### src/rtl/prog_sequencer_pkg.sv
// Shared definitions for the program sequencer: FSM state encoding and the
// flow-control field values carried by each instruction.
package prog_sequencer_pkg;

  typedef enum logic [2:0] {
    IDLE      = 3'd0,
    RUN       = 3'd1,
    WAIT_STEP = 3'd2,
    STEP_EXEC = 3'd3,
    HALT      = 3'd4
  } seq_state_e;

  localparam logic [1:0] BR_NEXT = 2'b00;
  localparam logic [1:0] BR_JUMP = 2'b01;
  localparam logic [1:0] BR_BZ   = 2'b10;
  localparam logic [1:0] BR_HALT = 2'b11;

endpackage

### src/rtl/prog_sequencer_edge_detect.sv
// Registered rising-edge detector: rise pulses for one cycle, one clock after
// din goes from low to high, no matter how long din then stays high.
module edge_detect (
  input  logic clk,
  input  logic rst,
  input  logic din,
  output logic rise
);

  logic din_q;

  always_ff @(posedge clk or negedge rst) begin
    if (!rst) begin
      din_q <= 1'b0;
      rise  <= 1'b0;
    end else begin
      din_q <= din;
      rise  <= din & ~din_q;
    end
  end

endmodule

### src/rtl/prog_sequencer.sv
// Program sequencer: generates the instruction-ROM address and gates the
// register-file write strobe to cycles where an instruction executes.
module prog_sequencer
  import prog_sequencer_pkg::*;
#(
  parameter int AW = 6,
  parameter int CW = 16
) (
  input  logic          clk,
  input  logic          rst,
  input  logic          start,
  input  logic          step_mode,
  input  logic          step,
  input  logic [1:0]    br_op,
  input  logic [AW-1:0] br_target,
  input  logic          zflag,
  output logic [AW-1:0] pc,
  output logic          exec_en,
  output logic          halted,
  output logic [CW-1:0] instr_count
);

  seq_state_e    state, state_nxt;
  logic [AW-1:0] pc_nxt, pc_inc;
  logic [CW-1:0] count_nxt;
  logic          step_rise;

  function automatic logic [CW-1:0] sat_inc(input logic [CW-1:0] v);
    if (&v) return v;
    return v + {{(CW-1){1'b0}}, 1'b1};
  endfunction

  edge_detect u_step_edge (
    .clk  (clk),
    .rst  (rst),
    .din  (step),
    .rise (step_rise)
  );

  assign pc_inc = pc + {{(AW-1){1'b0}}, 1'b1};

  always_ff @(posedge clk or negedge rst) begin
    if (!rst) begin
      state       <= IDLE;
      pc          <= '0;
      instr_count <= '0;
    end else begin
      state       <= state_nxt;
      pc          <= pc_nxt;
      instr_count <= count_nxt;
    end
  end

  always_comb begin
    state_nxt = state;
    pc_nxt    = pc;
    count_nxt = instr_count;
    exec_en   = 1'b0;
    case (state)
      IDLE, HALT: begin
        if (start) begin
          pc_nxt    = '0;
          count_nxt = '0;
          state_nxt = step_mode ? WAIT_STEP : RUN;
        end
      end
      WAIT_STEP: begin
        if (step_rise) state_nxt = STEP_EXEC;
      end
      RUN, STEP_EXEC: begin
        exec_en   = 1'b1;
        count_nxt = sat_inc(instr_count);
        // A single step always returns to waiting unless it retired a halt.
        if (state == STEP_EXEC) state_nxt = WAIT_STEP;
        case (br_op)
          BR_NEXT: pc_nxt = pc_inc;
          BR_JUMP: pc_nxt = br_target;
          BR_BZ:   pc_nxt = zflag ? br_target : pc_inc;
          default: state_nxt = HALT;
        endcase
      end
      default: state_nxt = IDLE;
    endcase
  end

  assign halted = (state == HALT);

endmodule

### config.mk
export PLATFORM = sky130hd
export DESIGN_NAME = prog_sequencer
export DESIGN_NICKNAME = d
export VERILOG_FILES = /design/src/rtl/prog_sequencer_pkg.sv /design/src/rtl/prog_sequencer_edge_detect.sv /design/src/rtl/prog_sequencer.sv
export SDC_FILE = /design/constraint.sdc
export NUM_CORES = 1
export LEC_CHECK = 0
export CAP_MARGIN = 0
export CELL_PAD_IN_SITES_DETAIL_PLACEMENT = 1
export CELL_PAD_IN_SITES_GLOBAL_PLACEMENT = 1
export CORE_ASPECT_RATIO = 1.1
export CORE_MARGIN = 1.5
export CORE_UTILIZATION = 37
export DETAILED_ROUTE_END_ITERATION = 6
export PLACE_DENSITY_LB_ADDON = 0.08
export SLEW_MARGIN = 20
export SYNTH_ARGS = -nofsm -noshare
export SYNTH_HDL_FRONTEND = slang
export SYNTH_SLANG_ARGS = --single-unit
### constraint.sdc
create_clock -name clk -period 2.4 [get_ports clk]
set_input_delay 0.24 -clock clk [delete_from_list [all_inputs] [get_ports clk]]
set_output_delay 0.24 -clock clk [all_outputs]
set_load 0.05 [all_outputs]
==> flow_summary.rst <==
.. list-table::
   :header-rows: 1

   * - Metric
     - Value
   * - Status
     - finished clean
   * - Share of the yosys chip area belonging to registers
     - 0.437
   * - Static power due to leakage
     - between 0.0008 and 0.0009 uW
   * - Layout overhead on the synthesized area
     - 32.0%
   * - Final critical-path share of the clock period
     - 0.926
   * - Number of enable flip-flop cells after synthesis
     - 0
   * - Path depth of the worst reg2reg path
     - 5
   * - Count of final setup violators
     - 0
   * - Routed via count divided by cell count
     - roughly 5.7
   * - Mapped Avg Cell Area
     - approximately 9.6 um^2
   * - Global routing usage summed across all routing layers
     - 0.206
   * - Reported max-cap violation count
     - 0
   * - Post-synthesis async set-or-reset flop share
     - 1.00
   * - Number of buffer cells added on primary ports
     - 37
   * - Detailed route wirelength on metal2
     - approximately 2.2 mm
   * - DIE AREA
     - ~0.0046 mm^2
   * - Initial cell density of the core
     - 0.388
   * - DRT iter0 DRCs
     - 100
   * - Combinational share of power
     - 0.498
   * - Critical-path cell with the highest stage delay
     - sky130_fd_sc_hd__clkdlybuf4s50_1
   * - Leftover overflow at the end of global routing
     - 0
   * - Wire length of the first global-routing pass
     - approximately 7.4 mm
   * - Synthesized net count
     - between 150 and 200
   * - Synthesized flop and latch total
     - 27
   * - Register area
     - between 600 and 700 um^2
   * - Layout net count
     - 224
   * - Worst reg-to-reg setup slack
     - 360 ps
   * - Post-synthesis cell area
     - 0.00155 mm^2
   * - Wire length on met1
     - ~1.8 mm
   * - Category of the worst setup path capture point
     - output pin
   * - Clock latency of the later-clocked register in the worst-skew pair
     - 290 ps
   * - Initial antenna violation count
     - 0
   * - Aggregate negative setup slack
     - 0 ps
   * - Worst Max-Slew Pin Slew
     - about 620 ps
   * - Share of layout cells above drive strength 1
     - 0.0788
   * - Max-slew headroom
     - 0.573
   * - Worst clock skew
     - between 10 and 15 ps
   * - Maximum root-to-sink buffer count
     - 2
   * - Cells along the critical path
     - nand2b_4 -> inv_1 -> clkdlybuf4s50_1
   * - Worst min-delay path class
     - in -> async
   * - Cell accounting for the most synthesized area
     - sky130_fd_sc_hd__dfrtp_1
   * - Required time of the critical path
     - 2160 ps
   * - Sequential power share
     - 0.371
   * - Met3 WL
     - ~110 um
   * - Switching power total
     - just over 1000 uW
   * - CTS root buffer
     - sky130_fd_sc_hd__clkbuf_8
   * - Highest metal layer used by the detailed router
     - met4
   * - Source of the worst register-to-register timing path
     - instr_count[0]$_DFFE_PN0P_
   * - CP max stage delay
     - 850 ps
   * - Clock network power share
     - 0.130
   * - Row cnt
     - 24
   * - Sinks on Clock Net
     - 27
   * - Final routed DRC violation total
     - 0
   * - Total count of hold-check failures in the final report
     - 0
   * - Post-CTS setup repair buffer count
     - 0
   * - Achievable Freq
     - 450 MHz
   * - Total count of max-transition violations in the final report
     - 0
   * - Instance count of the mapped netlist
     - 161
   * - Worst endpoint data arrival time
     - slightly below 2000 ps
   * - Die W
     - between 60 and 70 um
   * - End-of-flow core utilization
     - 0.512
   * - Peak supply drop
     - between 600 and 700 uV
   * - Top fanout value on the critical path
     - 8
   * - Total of warnings raised by yosys
     - 0
   * - Ranking of synthesized cells by area
     - sky130_fd_sc_hd__dfrtp_1, sky130_fd_sc_hd__ha_1, sky130_fd_sc_hd__nand2_1
   * - Multi-input gate area
     - between 800 and 900 um^2
   * - WL final
     - around 4.2 mm
   * - Launch point of the worst path
     - state[2]$_DFFE_PN0P_
   * - Endpoint of the worst register-to-register path
     - instr_count[12]$_DFFE_PN0P_
   * - Number of antenna diodes
     - 0
   * - Proportion of netlist area held by the largest area contributor
     - 0.437
   * - Critical path class
     - reg -> out
   * - Core Box Area
     - about 0.0040 mm^2
   * - Internal power consumption
     - between 1000 and 1500 uW
   * - Total half-perimeter wirelength after legalization and detailed placement
     - ~3.3 mm
   * - Setup repair after global routing missed its margin
     - no
   * - Top Ports
     - 38
   * - CP endpoint
     - exec_en
   * - Tmin final
     - about 2200 ps
   * - Last weighted congestion value of the routability-driven placer
     - between 0.8 and 0.9
   * - TritonCTS clock tree
     - yes
   * - Final Power
     - just over 2000 uW
   * - Routed wire length per instance
     - approximately 17 um
   * - Clock transition at the registers of the reported paths
     - about 100 ps
   * - Via count
     - around 1500
   * - Fill count
     - 480
   * - Total of hold buffers inserted after clock tree synthesis
     - 0
   * - CTS buffer count
     - 3
   * - Die Span Y
     - ~71 um
   * - Power density over the cells
     - 1010 mW/mm^2
   * - Remaining antenna violation count after routing
     - 0
   * - Maximum level of the CTS H-tree
     - 1
   * - Pin count of the biggest net entering global routing
     - 28
   * - Resized Gates After CTS
     - 0
   * - Initial DRT Pass Iterations
     - 4
   * - Switching share of total power
     - 0.488
   * - Dominant register cell in the synthesized netlist
     - sky130_fd_sc_hd__dfrtp_1
   * - Via count of the first global-routing pass
     - about 1500
   * - Startpoint Class
     - flip-flop
   * - Post-synth cell types
     - between 40 and 50
[through the flow]
step / instances / hold slack, ps / area, um^2 / setup slack [ps]
global route: 255 / 345 / 2040 / 89.2
global placement: 251 / 387 / 2000 / 216
detailed placement: 251 / 395 / 2000 / 51.9
floorplan: 161 / -55.6 / 1550 / 332
CTS: 255 / 340 / 2040 / 181
finish: 255 / 320 / 2040 / 177
[registers in the layout, summed over array words and instances (netlist names)]
signal             flops
state                  3
pc                     6
instr_count           16
u_step_edge.rise       1
u_step_edge.din_q      1
[cell type report]
| class | instances | area share |
|---|---|---|
| timing repair buffer | 40 | 0.192 |
| clock inverter | 1 | 0.00245 |
| clock buffer | 3 | 0.0202 |
| sequential | 27 | 0.331 |
| multi-input combinational | 124 | 0.408 |
| tap | 52 | 0.0318 |
| inverter | 8 | 0.0147 |
[per-layer routing]
metal  global-route usage  up-vias
met4               0.0733        0
met2                0.385       33
li1                     -      697
met3               0.0270        5
met1                0.237      729
met5                    0        -
[kinds of logic (layout without fill, tap and decap cells)]
| kind of cell | count (synthesis) | in the layout | share of synthesized area |
|---|---|---|---|
| buf+inv | 10 | 52 | 0.0251 |
| compound gates | 48 | 48 | 0.216 |
| fa+ha+maj | 6 | 6 | 0.0485 |
| xor+xnor | 2 | 2 | 0.0113 |
| mux | 5 | 5 | 0.0331 |
| simple gates | 63 | 63 | 0.230 |
| flops | 27 | 27 | 0.437 |
[critical path, delay by kind of cell, from the launching register on]
kind / cells / cell delay [ps]
buffers and inverters: 2 / 1070
flip-flops: 1 / 430
AND/OR/NAND/NOR: 1 / 200
[power groups by stage]
stage / Sequential (uW) / Clock (uW) / Combinational (uW)
2_1_floorplan: 1110 / 0 / 307
3_3_place_gp: 767 / 0 / 1010
3_5_place_dp: 775 / 0 / 1040
4_1_cts: 769 / 278 / 1040
5_1_grt: 794 / 289 / 1110
6_report: 770 / 270 / 1030
[placed cells by master, fill, tap and decap left out, types with 3 or more instances in the layout]
| cell type | instances |
|---|---|
| sky130_fd_sc_hd__nor3_1 | 6 |
| sky130_fd_sc_hd__nand4_1 | 3 |
| sky130_fd_sc_hd__nand2_1 | 20 |
| sky130_fd_sc_hd__dfrtp_1 | 27 |
| sky130_fd_sc_hd__or2_2 | 4 |
| sky130_fd_sc_hd__a21oi_1 | 7 |
| sky130_fd_sc_hd__ha_1 | 6 |
| sky130_fd_sc_hd__nor2_1 | 6 |
| sky130_fd_sc_hd__clkdlybuf4s50_1 | 37 |
| sky130_fd_sc_hd__clkbuf_8 | 3 |
| sky130_fd_sc_hd__a22oi_1 | 4 |
| sky130_fd_sc_hd__nand3_1 | 9 |
| sky130_fd_sc_hd__o31ai_1 | 5 |
| sky130_fd_sc_hd__inv_1 | 8 |
| sky130_fd_sc_hd__mux2i_1 | 4 |
| sky130_fd_sc_hd__o211ai_1 | 4 |
| sky130_fd_sc_hd__o21ai_0 | 9 |
| sky130_fd_sc_hd__buf_4 | 3 |
[worst min-delay path by stage]
stage,from,endpoint,slack [ps],depth (start not counted)
after global placement,u_step_edge.din_q$_DFF_PN0_,u_step_edge.rise$_DFF_PN0_,390,1
after floorplan,rst,instr_count[0]$_DFFE_PN0P_,-60,0
after detailed placement,u_step_edge.din_q$_DFF_PN0_,u_step_edge.rise$_DFF_PN0_,400,1
after CTS,rst,instr_count[15]$_DFFE_PN0P_,340,2
final,rst,instr_count[15]$_DFFE_PN0P_,320,2
after global routing,rst,instr_count[15]$_DFFE_PN0P_,350,2
[synthesized netlist by cell type (all sizes together) (2+ instances only)]
library cell / number
a211oi: 2
a21oi: 7
a22oi: 4
a31oi: 2
a32oi: 2
dfrtp: 27
ha: 6
inv: 8
mux2i: 4
nand2: 20
nand2b: 2
nand3: 9
nand4: 4
nor2: 6
nor2b: 2
nor3: 6
o211ai: 4
o21ai: 9
o22ai: 2
o311ai: 2
o31ai: 5
o32ai: 2
or2: 4
or3: 3
xnor2: 2
Note: power is estimated with default switching activity, not from simulation.
